### src/rtl/seq_mult4_pkg.sv
// seq_mult4_pkg: shared state encoding, iteration count and counter width for seq_mult4.
package seq_mult4_pkg;
    typedef enum logic [1:0] {
        IDLE = 2'd0,
        RUN  = 2'd1,
        DONE = 2'd2
    } state_t;
    localparam int ITER  = 4;
    localparam int CNT_W = 2;
endpackage

### src/rtl/seq_mult4_adder.sv
// seq_mult4_adder: ripple-carry fourBitAdder built from fullAdder cells.
module fullAdder (
    input  logic a,
    input  logic b,
    input  logic cin,
    output logic sum,
    output logic cout
);
    assign sum  = a ^ b ^ cin;
    assign cout = (a & b) | (cin & (a ^ b));
endmodule

module fourBitAdder (
    input  logic [3:0] A,
    input  logic [3:0] B,
    input  logic       cin,
    output logic [3:0] sum,
    output logic       cout
);
    logic [4:0] c;
    assign c[0] = cin;
    assign cout = c[4];
    for (genvar i = 0; i < 4; i++) begin : g_fa
        fullAdder u_fa (.a(A[i]), .b(B[i]), .cin(c[i]), .sum(sum[i]), .cout(c[i+1]));
    end
endmodule

### src/rtl/seq_mult4.sv
// seq_mult4: sequential 4x4 unsigned shift-and-add multiplier, one iteration per cycle.
module seq_mult4
    import seq_mult4_pkg::*;
(
    input  logic       clk,
    input  logic       rst,
    input  logic       start,
    input  logic [3:0] a,
    input  logic [3:0] b,
    output logic       ready,
    output logic       done,
    output logic [7:0] product
);
    state_t           state_q, state_d;
    logic [3:0]       m_q, m_d, q_q, q_d, a_q, a_d;
    logic [CNT_W-1:0] cnt_q, cnt_d;
    logic             done_q, done_d;
    logic [7:0]       product_q, product_d;
    logic [3:0]       s;
    logic             c;
    fourBitAdder u_add (
        .A(a_q),
        .B(q_q[0] ? m_q : 4'b0),
        .cin(1'b0),
        .sum(s),
        .cout(c)
    );
    always_comb begin
        state_d   = state_q;
        m_d       = m_q;
        q_d       = q_q;
        a_d       = a_q;
        cnt_d     = cnt_q;
        done_d    = 1'b0;
        product_d = product_q;
        case (state_q)
            IDLE: if (start) begin
                state_d = RUN;
                m_d     = a;
                q_d     = b;
                a_d     = 4'b0;
                cnt_d   = '0;
            end
            RUN: begin
                a_d   = {c, s[3:1]};
                q_d   = {s[0], q_q[3:1]};
                cnt_d = cnt_q + 1'b1;
                if (cnt_q == CNT_W'(ITER - 1)) begin
                    state_d   = DONE;
                    done_d    = 1'b1;
                    product_d = {a_d, q_d};
                end
            end
            default: state_d = IDLE;
        endcase
    end
    always_ff @(posedge clk or posedge rst) begin
        if (rst) begin
            state_q   <= IDLE;
            m_q       <= '0;
            q_q       <= '0;
            a_q       <= '0;
            cnt_q     <= '0;
            done_q    <= 1'b0;
            product_q <= '0;
        end else begin
            state_q   <= state_d;
            m_q       <= m_d;
            q_q       <= q_d;
            a_q       <= a_d;
            cnt_q     <= cnt_d;
            done_q    <= done_d;
            product_q <= product_d;
        end
    end
    assign ready   = state_q == IDLE;
    assign done    = done_q;
    assign product = product_q;
endmodule

### config.mk
export PLATFORM = sky130hd
export DESIGN_NAME = seq_mult4
export DESIGN_NICKNAME = d
export VERILOG_FILES = /design/src/rtl/seq_mult4_pkg.sv /design/src/rtl/seq_mult4_adder.sv /design/src/rtl/seq_mult4.sv
export SDC_FILE = /design/constraint.sdc
export NUM_CORES = 1
export LEC_CHECK = 0
export CAP_MARGIN = 20
export CORE_MARGIN = 3
export CORE_UTILIZATION = 47
export CTS_BUF_LIST = sky130_fd_sc_hd__clkbuf_2 sky130_fd_sc_hd__clkbuf_4 sky130_fd_sc_hd__clkbuf_8
export DETAILED_ROUTE_END_ITERATION = 16
export PLACE_DENSITY = 0.77
export SLEW_MARGIN = 10
export SYNTH_ARGS = -nofsm -noshare
export SYNTH_HDL_FRONTEND = slang
export SYNTH_SLANG_ARGS = --single-unit
### constraint.sdc
create_clock -name clk -period 1.8 [get_ports clk]
set_input_delay 0.36 -clock clk [delete_from_list [all_inputs] [get_ports clk]]
set_output_delay 0.36 -clock clk [all_outputs]
set_load 0.02 [all_outputs]
== Word level (Yosys, flattened, before mapping) ==
Cells that the tools add are included.

* Bitwise operators: 17
* Reduce and logical (&&, ||, !) cells: 6
* Divide/modulo/power cells: 0
* Equality and inequality tests: 4
* $lt $le $gt $ge: 0
* Multiplexer cells: 12
* $mul: 0
* Shift-type cells: 0
* Add/sub/neg operators: 1

{| class="wikitable"
|+ Operators with widths
! cell !! count
|-
| $pmux 4 s2 || 2
|-
| $mux 4 || 3
|-
| $pmux 2 s2 || 2
|-
| $reduce_and 2->1 || 4
|-
| $and 1x1->1 || 7
|-
| $xor 1x1->1 || 7
|-
| $mux 2 || 3
|-
| $ne 2x2->1 const B || 2
|-
| $or 1x1->1 || 3
|-
| $add 2x1->2 const B || 1
|-
| $eq 2x1->1 const B || 1
|-
| $eq 2x2->1 const B || 1
|-
| $logic_not 2->1 || 1
|-
| $mux 1 || 2
|-
| $reduce_bool 2->1 || 1
|}

* Input port bits: 11
* Latch bits: 0
* Bits in registers: 25
* Output and inout bits: 10
* Memory bits (writable): 0
* Logic and storage cells: 47
* Memories: 0
* Memory bits (read-only): 0

== Depth between registers and ports, before layout ==
Gate-level depths: netlist of run 1.

* Depth after elaboration: 9
* Depth in mapped cells: 7
* Depth with buffers taken out: 7

== Hierarchy ==
From an unflattened synthesis of run 1, not the netlist that was laid out.

* Cell total of the unflattened synthesis: 81
* Area total of the unflattened synthesis: 1099.8 µm²

{| class="wikitable"
|+ By module, submodules not included
! module !! area each (µm²) !! times used !! seq. area each (µm²) !! cells an instance
|-
| seq_mult4 || 1019.7 || 1 || 625.6 || 77
|-
| fullAdder || 20.0 || 4 || 0.0 || 1
|}

== Worst setup path before layout of run 1 ==
OpenSTA, ideal clock, no wires.

* Kind: flip-flop to flip-flop
* From: register q_q[0]
* To: register a_q[2]
* Data required time: 1.717 ns
* Buffers on the path: 0
* Period minus slack after synthesis: 1.932 ns
* Data arrival time: 1.849 ns
* Setup slack: -0.132 ns
* Library setup time: 0.083 ns
* Stages on the path, launching flop included: 8
* Cells stage by stage: dfrtp_1 and2_1 ha_1 fa_1 inv_1 fa_1 fa_1 o21ai_0

* Longest elaborated chain between the ends: 8
* Elaborated cells on any way between the ends: 13
* Those cells by class: mux (2); bitwise (11)

{| class="wikitable"
|+ Ends and longest elaborated chain
! element !! RTL line !! RTL
|-
| start: declaration || seq_mult4.sv:15 || <nowiki>logic [3:0] m_q, m_d, q_q, q_d, a_q, a_d;</nowiki>
|-
| start signal: assignment || seq_mult4.sv:69 || <nowiki>q_q <= q_d;</nowiki>
|-
| $mux 4 * || seq_mult4.sv:23 || <nowiki>.B(q_q[0] ? m_q : 4'b0),</nowiki>
|-
| $and 1x1->1 or $xor 1x1->1 (tied branches) || seq_mult4_adder.sv:10 || <nowiki>assign cout = (a & b) | (cin & (a ^ b));</nowiki>
|-
| $and 1x1->1 || seq_mult4_adder.sv:10 ||
|-
| $or 1x1->1 || seq_mult4_adder.sv:10 ||
|-
| $and 1x1->1 || seq_mult4_adder.sv:10 ||
|-
| $or 1x1->1 || seq_mult4_adder.sv:10 ||
|-
| $xor 1x1->1 * || seq_mult4_adder.sv:9 || <nowiki>assign sum = a ^ b ^ cin;</nowiki>
|-
| $pmux 4 s2 * || seq_mult4.sv:36 || <nowiki>case (state_q)</nowiki>
|-
| end signal: assignment || seq_mult4.sv:62 || <nowiki>a_q <= '0;</nowiki>
|-
| end signal: assignment || seq_mult4.sv:70 || <nowiki>a_q <= a_d;</nowiki>
|-
| end: declaration || seq_mult4.sv:15 ||
|}

Mark *: on every way between the ends. The rest lies on a longest branch, timed or not.
A chain may end at the register's enable or synchronous reset.

== Worst setup path in the final report of run 1 ==
Ends and elaborated chain as after synthesis.

==> results.sh, run 1 <==
export IMPL_path_max_fanout=3
export IMPL_synthDistinctLibCells=20
export IMPL_skew_ps=2.82
export IMPL_crit_chain="and2_4 -> ha_4 -> fa_2 -> inv_2 -> fa_2 -> fa_1 -> o21ai_1"
export IMPL_maxSlewViolCount=0
export IMPL_power_leakage_nw=0.628
export IMPL_syn2layout_area_growth_pct=29.0
export IMPL_clock_tree_htree_level_count=1
export IMPL_setup_ws_ps=-102
export IMPL_io_pins=21
export IMPL_ant_nets=0
export IMPL_tightest_slew_ps=327
export IMPL_ir_drop_v=0.00109
export IMPL_cts_root_buf="clkbuf_4"
export IMPL_drive_above_1_share_pct=23.5
export IMPL_yosysTopAreaCellShare_pct=57.3
export IMPL_maxCapViolCount=0
export IMPL_setup_violations=4
export IMPL_crit_type="reg -> reg"
export IMPL_slowest_delay_ps=420
export IMPL_path_clk_slew_ps=130
export IMPL_portBuffers=20
export IMPL_post_place_ws_ps=-137
export IMPL_insertedDiodeCount=0
export IMPL_dieArea_um2=2940
export IMPL_firstDrtPassIters=4
export IMPL_crit_arrival_ps=2150
export IMPL_cp_slowest_cell="dfrtp_1"
export IMPL_hold_ws_ps=393
export IMPL_synth_area_um2=1090
export IMPL_antenna_found_initial=0
export IMPL_post_drt_wl_per_cell_um=12.7
export IMPL_rows=16
export IMPL_status="complete, but fails checks"
export IMPL_die_w_um=54.2
export IMPL_fin_crit_sh_pct=106
export IMPL_syn_inst=90
export IMPL_cts_sinks=25
export IMPL_grt_first_pass_wirelength_um=3410
export IMPL_grtUsageTotal_pct=16.1
export IMPL_postPlaceCellArea_um2=1360
export IMPL_crit_required_ps=2040
export IMPL_max_clock_path_buffers=2
export IMPL_chipHeight_um=54.2
export IMPL_nFillCells=163
export IMPL_core_area_um2=2080
export IMPL_cts_buffers=3
export IMPL_hold_buffers=0
export IMPL_multi_input_area_um2=448
export IMPL_cts_tree="built"
export IMPL_synth_area_leaders="dfrtp_1 (57%), mux2_2 (7.2%), fa_1 (5.5%)"
export IMPL_start_util_pct=52.5
export IMPL_ff_latch_area_um2=626
export IMPL_cp_end_kind="flip-flop"
export IMPL_gp_congestion=0.784
export IMPL_synth_seq_area_share_pct=57.3
export IMPL_synth_warnings=0
export IMPL_hpwl_um=1460
export IMPL_finalHoldViolations=0
export IMPL_cp_common_cell="fa_2"
export IMPL_fmax_mhz=526
export IMPL_worstHoldPathType="in -> async"
export IMPL_clock_latency_ps=310
export IMPL_critPathLaunchType="flip-flop"
export IMPL_first_iter_violations=2
export IMPL_slew_headroom_pct=78.1
export IMPL_syn_num_nets=106
export IMPL_route_detailed_drc=0
export IMPL_grt_max_degree=26
export IMPL_failed_checks="negative setup slack"
export IMPL_ys_ff_latch=25
export IMPL_finalCriticalPeriod_ps=1900
export IMPL_vias=730
export IMPL_grt_pass1_vias=758
export IMPL_finish_net_count=136
export IMPL_post_synth_cell_area_avg_um2=12.1
export IMPL_synth_largest_area_cell="dfrtp_1"
export IMPL_pwr_density_cell_nw_per_um2=1780
export IMPL_drt_wl_total_um=1860
export IMPL_rsz0062_at_grt="true"
export IMPL_grt_overflow=0
export IMPL_finalInstanceArea_um2=1410
export IMPL_routed_via_density=5.00
[worst max-delay path: cells and delay by family (launching register included)]
kind,cells,cell delay [ps]
and+or+nand+nor,1,150
DFF,1,420
buffers and inverters,1,60
AOI/OAI and AO/OA,1,140
adders and majority gates,4,1080
[report_power, final]
part           internal, mW  total (mW)  switching [mW]
registers             0.824        1.00           0.179
logic                 0.667        1.26           0.591
clock network        0.0828       0.241           0.158
[worst paths after layout]
check / slack [ps] / cells after the start / endpoint / start
setup / recovery: -100 / 7 / a_q[2] / q_q[0]
hold / removal: 390 / 3 / state_q[0] / rst
setup reg to reg: -100 / 7 / a_q[2] / q_q[0]
hold reg to reg: 490 / 2 / product[7] / product[7]
max in group asynchronous: 1170 / 3 / product[1] / rst
min in group clk: 490 / 2 / product[7] / product[7]
[cell type report]
| type | instances | area share [%] |
|---|---|---|
| clock buffer | 3 | 1.60 |
| clock inverter | 1 | 0.355 |
| inverter | 8 | 2.13 |
| multi-input combinational | 56 | 31.8 |
| sequential | 25 | 44.4 |
| tap | 27 | 2.40 |
| timing repair buffer | 26 | 17.3 |
[routing by layer]
metal	up-vias	part of all wire (%)	GRT usage [%]
met3	2	3.3	2.45
met2	10	47	24.1
met1	347	49	22.9
li1	371	-	-
met4	0	0.92	7.47
met5	-	0	0
[cell usage in the layout (no fill, tap or decap)]
cell type        count
mux2_2               7
fa_2                 2
nand3b_2             1
clkinv_2             1
dfrtp_1             25
buf_4                6
nor2b_1              1
nor2_2               1
clkbuf_4             3
nand2_1              9
inv_1                7
o21ai_1              4
dlygate4sd2_1        1
ha_4                 1
mux2_4               2
a21oi_1              5
and2_4               2
o22ai_1              8
fa_1                 1
nor2_1               3
nand2b_2             1
ha_1                 1
inv_2                1
nand2b_1             1
clkdlybuf4s50_1     19
o21bai_1             1
a22o_1               2
o21ai_0              3
[cell usage after synthesis]
master / number
nand2b_2: 1
o22ai_1: 8
mux2_4: 2
nand2b_1: 1
nor2_2: 1
buf_6: 1
a22o_1: 2
dfrtp_1: 25
nand2_1: 9
o21ai_0: 7
ha_1: 2
a21oi_1: 5
fa_1: 3
o21bai_1: 1
mux2_2: 7
nor2_1: 3
inv_1: 8
and2_1: 2
nor2b_1: 1
nand3b_2: 1
[through the flow]
stage | setup TNS, ps | util [%] | cells | power (mW)
after floorplan | -169 | - | 90 | 1.78
after global placement | -192 | 65.3 | 141 | 2.19
after detailed placement | -408 | 65.3 | 141 | 2.23
after CTS | -342 | 66.9 | 146 | 2.49
after global routing | -754 | 67.7 | 146 | 2.72
final | -226 | 67.7 | 146 | 2.50
[repair_timing]
item / in CTS / in global routing
hold endpoints to repair: 0 / 0
endpoints found under the setup margin: 7 / 6
gates resized for setup: 3 / 4
pin swaps: 2 / 2
setup buffers: 1 / 0
[cells by family after synthesis]
logic type,synth area share (%)
DFF,57.3
AOI/OAI and AO/OA,12.4
and+or+nand+nor,8.82
buffers and inverters,3.78
muxes,9.97
adders and majority gates,7.79
[registers in the layout, indices dropped and copies added, names as in the netlist]
signal	count
product	8
a_q	4
m_q	4
q_q	4
cnt_q	2
state_q	2
done	1
Note: power is estimated with default switching activity, not from simulation.
==> run 2, diff against run 1 <==
--- a/config.mk
+++ b/config.mk
@@ -7,10 +7,11 @@
 export LEC_CHECK = 0
 export CAP_MARGIN = 20
 export CORE_MARGIN = 3
-export CORE_UTILIZATION = 47
-export CTS_BUF_LIST = sky130_fd_sc_hd__clkbuf_2 sky130_fd_sc_hd__clkbuf_4 sky130_fd_sc_hd__clkbuf_8
+export CORE_UTILIZATION = 45
 export DETAILED_ROUTE_END_ITERATION = 16
-export PLACE_DENSITY = 0.77
+export GPL_TIMING_DRIVEN = 1
+export HOLD_SLACK_MARGIN = 0.15
+export PLACE_DENSITY = 0.75
 export SLEW_MARGIN = 10
 export SYNTH_ARGS = -nofsm -noshare
 export SYNTH_HDL_FRONTEND = slang
==> run 2 against run 1 <==
  * The run still ends with negative setup slack left
  * Utilization decreased by 5.6 points
  * Global-route usage down 2.0 points
  * Die area is 3.9% higher
  * Cell area is 0.62% lower
  * Critical path type unchanged
  * Largest power group unchanged
  * Highest routed layer unchanged
==> results.sh, run 2 (synthesis results as in run 1) <==
export IMPL_postPlaceCellArea_um2=1350
export IMPL_nFillCells=203
export IMPL_layout_commonest_cell="dfrtp_1"
export IMPL_start_util_pct=48.4
export IMPL_crit_type="reg -> reg"
export IMPL_finalHoldViolations=0
export IMPL_fin_crit_sh_pct=105
export IMPL_hold_buffers=0
export IMPL_slew_headroom_pct=77.8
export IMPL_hpwl_um=1430
export IMPL_clock_tree_htree_level_count=1
export IMPL_insertedDiodeCount=0
export IMPL_dpl_cell_count=141
export IMPL_slowest_delay_ps=420
export IMPL_gp_congestion=0.788
export IMPL_clock_latency_ps=310
export IMPL_grt_first_pass_wirelength_um=3520
export IMPL_dieArea_um2=3050
export IMPL_drive_above_1_share_pct=22.0
export IMPL_reg2reg_from="m_q[0]"
export IMPL_wl_met2_um=952
export IMPL_setup_ws_ps=-91.7
export IMPL_cp_end_kind="flip-flop"
export IMPL_pwr_density_cell_nw_per_um2=1780
export IMPL_r2r_slack_ps=-90
export IMPL_finalCriticalPeriod_ps=1890
export IMPL_post_route_util_pct=62.1
export IMPL_largest_reg_flops=8
export IMPL_portBuffers=20
export IMPL_ant_nets=0
export IMPL_status="complete, but fails checks"
export IMPL_worstHoldPathType="in -> async"
export IMPL_die_w_um=55.3
export IMPL_firstDrtPassIters=4
export IMPL_cp_top_family="adder cells"
export IMPL_drt_wl_total_um=1940
export IMPL_r2r_end="product[6]"
export IMPL_final_cells=146
export IMPL_crit_buf_inv=1
export IMPL_power_leakage_nw=0.621
export IMPL_finish_net_count=135
export IMPL_path_clk_slew_ps=130
export IMPL_tightest_slew_ps=331
export IMPL_cp_common_cell="fa_2"
export IMPL_maxCapViolCount=0
export IMPL_ff_latch_area_um2=626
export IMPL_setup_violations=2
export IMPL_grtUsageTotal_pct=14.1
export IMPL_crit_arrival_ps=2140
export IMPL_r2r_cells=7
export IMPL_rows=17
export IMPL_ir_drop_v=0.00109
export IMPL_grt_pass1_vias=774
export IMPL_core_area_um2=2250
export IMPL_wl_met1_um=885
export IMPL_highest_layer="met4"
export IMPL_rsz0062_at_grt="true"
export IMPL_grt_max_degree=26
export IMPL_first_iter_violations=15
export IMPL_io_pins=21
export IMPL_routed_via_density=5.30
export IMPL_finalInstanceArea_um2=1400
export IMPL_critPathLaunchType="flip-flop"
export IMPL_chipHeight_um=55.3
export IMPL_multi_input_area_um2=445
export IMPL_cts_root_buf="clkbuf_4"
export IMPL_cts_buffers=3
export IMPL_skew_ps=2.61
export IMPL_vias=774
export IMPL_failed_checks="negative setup slack"
export IMPL_cts_sinks=25
export IMPL_crit_required_ps=2050
export IMPL_route_met3_wl_um=86
export IMPL_maxSlewViolCount=0
export IMPL_grt_overflow=0
export IMPL_crit_chain="and2_4 -> ha_4 -> fa_2 -> inv_2 -> fa_2 -> fa_1 -> o21ai_1"
export IMPL_syn2layout_area_growth_pct=28.2
export IMPL_cts_tree="built"
export IMPL_post_drt_wl_per_cell_um=13.3
export IMPL_cp_slowest_cell="fa_1"
export IMPL_mostFrequentLayoutCells="dfrtp_1 (25), clkdlybuf4s50_1 (19), nand2_1 (9), o22ai_1 (8)"
export IMPL_path_max_fanout=2
export IMPL_antenna_found_initial=0
export IMPL_worstSetupPathDepth=7
export IMPL_fmax_mhz=529
export IMPL_route_detailed_drc=0
export IMPL_max_clock_path_buffers=2
[run 2: changes by cell type in the layout (fill, tap and decap cells not counted)]
cell,delta
and2_4,-1
and2_1,+1
buf_4,-1
[run 2: cell type report]
| type | count | share of cell area, % |
|---|---|---|
| tap | 28 | 2.50 |
| multi-input combinational | 56 | 31.8 |
| clock buffer | 3 | 1.61 |
| timing repair buffer | 25 | 16.9 |
| inverter | 8 | 2.14 |
| clock inverter | 1 | 0.357 |
| sequential | 25 | 44.7 |
[run 2: worst register-to-register path: cells and delay by family, from the launching register on]
family / cells / cell delay, ps
AOI/OAI and AO/OA: 1 / 130
adders and majority gates: 4 / 1070
buffers and inverters: 1 / 60
DFF: 1 / 400
and+or+nand+nor: 1 / 160
[run 2: routing by layer]
layer	global-route usage, %	vias to the layer above
met5	0	-
met4	4.17	0
met3	2.80	2
met2	22.8	32
met1	19.3	374
li1	-	366
[run 2: where the power goes]
group          internal, mW  total [mW]  leakage [nW]  switching, mW
Sequential            0.824        1.01         0.305          0.189
Combinational         0.646        1.23         0.299          0.588
Clock                0.0830       0.247        0.0177          0.164
Total                  1.55        2.49         0.621          0.941
[run 2: through the flow]
stage | hold WS (ps) | setup TNS (ps) | worst slack (ps) | total power, mW
after CTS | 381 | -263 | -113 | 2.46
after global placement | 464 | -143 | -74.0 | 2.19
after floorplan | 387 | -169 | -85.7 | 1.78
after global routing | 396 | -554 | -174 | 2.72
final | 375 | -183 | -91.7 | 2.49
after detailed placement | 472 | -232 | -116 | 2.22
[run 2: what timing repair did]
| action | in CTS | in global routing |
|---|---|---|
| pin swaps | 1 | 2 |
| buffers inserted | 0 | 1 |
| endpoints found under the setup margin | 5 | 6 |
| gates resized for setup | 3 | 3 |
[run 2: worst max-delay path by stage]
stage / startpoint / endpoint
floorplan: q_q[0] / a_q[2]
global placement: m_q[0] / product[6]
detailed placement: q_q[0] / a_q[2]
CTS: q_q[0] / product[6]
global route: m_q[0] / product[6]
finish: m_q[0] / product[6]
==> run 3, diff against run 2 <==
--- a/config.mk
+++ b/config.mk
@@ -11,7 +11,7 @@
 export DETAILED_ROUTE_END_ITERATION = 16
 export GPL_TIMING_DRIVEN = 1
 export HOLD_SLACK_MARGIN = 0.15
-export PLACE_DENSITY = 0.75
+export PLACE_DENSITY = 0.74
 export SLEW_MARGIN = 10
 export SYNTH_ARGS = -nofsm -noshare
 export SYNTH_HDL_FRONTEND = slang
==> run 3 against run 2 <==
  * Hold slack better by 7.3 ps
  * Fmax is 1.0% lower
  * The flow still finishes with violations (negative setup slack)
  * Sequential power hardly changed
  * Non-clock buffer count is 1 lower
  * Final cell count is 0.68% lower
  * Utilization is 0.055 points lower
  * Wire length is 2.5% higher
  * Global-route usage is 0.27 points higher
  * Flip-flop and latch count stayed put
  * Largest cell class unchanged
  * Clock skew is 4.1 ps higher
  * Critical endpoint is now a_q[2]
  * Via count is 1.6% lower
==> results.sh, run 3 (synthesis results as in run 1) <==
export IMPL_max_clock_path_buffers=2
export IMPL_grt_overflow=0
export IMPL_firstDrtPassIters=4
export IMPL_finalInstanceArea_um2=1400
export IMPL_path_max_fanout=2
export IMPL_ff_latch_area_um2=627
export IMPL_setup_ws_ps=-112
export IMPL_path_clk_slew_ps=130
export IMPL_clock_tree_htree_level_count=1
export IMPL_final_cells=145
export IMPL_reg2reg_from="m_q[0]"
export IMPL_skew_ps=6.71
export IMPL_cp_end_kind="flip-flop"
export IMPL_multi_input_area_um2=452
export IMPL_hold_buffers=0
export IMPL_syn2layout_area_growth_pct=28.1
export IMPL_layout_commonest_cell="dfrtp_1"
export IMPL_status="complete, but fails checks"
export IMPL_io_pins=21
export IMPL_cts_buffers=3
export IMPL_routed_via_density=5.26
export IMPL_mostFrequentLayoutCells="dfrtp_1 (24), clkdlybuf4s50_1 (19), nand2_1 (9), o22ai_1 (8)"
export IMPL_grtUsageTotal_pct=14.4
export IMPL_power_leakage_nw=0.614
export IMPL_gp_congestion=0.716
export IMPL_crit_type="reg -> reg"
export IMPL_pwr_density_cell_nw_per_um2=1800
export IMPL_fin_crit_sh_pct=106
export IMPL_drive_above_1_share_pct=23.1
export IMPL_die_w_um=55.3
export IMPL_ant_nets=0
export IMPL_post_drt_wl_per_cell_um=13.7
export IMPL_route_detailed_drc=0
export IMPL_cts_tree="built"
export IMPL_crit_required_ps=2040
export IMPL_setup_violations=2
export IMPL_cts_sinks=25
export IMPL_clock_latency_ps=300
export IMPL_grt_pass1_vias=755
export IMPL_maxCapViolCount=0
export IMPL_critPathLaunchType="flip-flop"
export IMPL_first_iter_violations=18
export IMPL_finish_net_count=134
export IMPL_worstHoldPathType="in -> async"
export IMPL_cts_setup_buffers=0
export IMPL_core_area_um2=2250
export IMPL_dpl_cell_count=141
export IMPL_maxSlewViolCount=0
export IMPL_drt_wl_total_um=1990
export IMPL_fmax_mhz=523
export IMPL_start_util_pct=48.4
export IMPL_antenna_found_initial=0
export IMPL_hpwl_um=1550
export IMPL_finalHoldViolations=0
export IMPL_cts_root_buf="clkbuf_4"
export IMPL_largest_reg_flops=8
export IMPL_postPlaceCellArea_um2=1350
export IMPL_post_place_ws_ps=-155
export IMPL_ir_drop_v=0.00108
export IMPL_portBuffers=20
export IMPL_rsz0062_at_grt="true"
export IMPL_grt_max_degree=26
export IMPL_finalCriticalPeriod_ps=1910
export IMPL_tightest_slew_ps=335
export IMPL_dieArea_um2=3050
export IMPL_nFillCells=193
export IMPL_grt_first_pass_wirelength_um=3510
export IMPL_insertedDiodeCount=0
export IMPL_chipHeight_um=55.3
export IMPL_slew_headroom_pct=77.5
export IMPL_vias=762
export IMPL_failed_checks="negative setup slack"
export IMPL_crit_arrival_ps=2150
export IMPL_cp_startpoint="m_q[0]"
export IMPL_rows=17
[run 3: metrics by stage]
stage	setup TNS (ps)	total power, mW	hold WS [ps]	utilization (%)
2_1_floorplan	-169	1.78	387	-
3_3_place_gp	-140	2.18	463	60.0
3_5_place_dp	-344	2.25	475	60.0
4_1_cts	-351	2.49	384	61.2
5_1_grt	-442	2.73	405	62.0
6_report	-217	2.52	383	62.0
[run 3: cell type report]
| type | instances | area share [%] |
|---|---|---|
| well taps | 28 | 2.50 |
| flip-flops and latches | 25 | 44.8 |
| repair buffers | 24 | 16.4 |
| inverters | 8 | 2.15 |
| multi-input cells | 56 | 32.3 |
| clock buffers | 4 | 1.88 |
[run 3: worst paths after layout]
path | slack [ps] | end | depth (start not counted)
setup reg to reg | -110 | a_q[2] | 7
min in group clk | 500 | product[6] | 2
setup / recovery | -110 | a_q[2] | 7
max in group asynchronous | 1170 | state_q[0] | 3
hold / removal | 380 | product[0] | 3
hold reg to reg | 500 | product[6] | 2
[run 3: what timing repair did]
action | in CTS | in global routing
gates cloned | 0 | 0
pin swaps | 3 | 1
gates resized for setup | 4 | 6
endpoints found under the setup margin | 5 | 6
[run 3: layer usage]
| layer | global-route usage (%) | up-vias | share of wire, % |
|---|---|---|---|
| li1 | - | 370 | - |
| met1 | 18.9 | 376 | 44 |
| met2 | 23.3 | 14 | 52 |
| met3 | 3.04 | 2 | 3.3 |
| met4 | 5.56 | 0 | 1.1 |
| met5 | 0 | - | 0 |
[run 3: worst max-delay path, stage by stage (launching register included)]
cell and delay (ps):
dfrtp_1 390, and2_4 160, ha_4 150, fa_2 330, inv_2 60, fa_2 180, fa_2 440, o21ai_2 130
[run 3: report_power, final]
| part | switching [mW] | total [mW] | leakage [nW] | internal (mW) |
|---|---|---|---|---|
| clock | 0.152 | 0.239 | 0.0150 | 0.0863 |
| combinational | 0.610 | 1.26 | 0.295 | 0.650 |
| sequential | 0.190 | 1.02 | 0.304 | 0.827 |
| total | 0.952 | 2.52 | 0.614 | 1.56 |
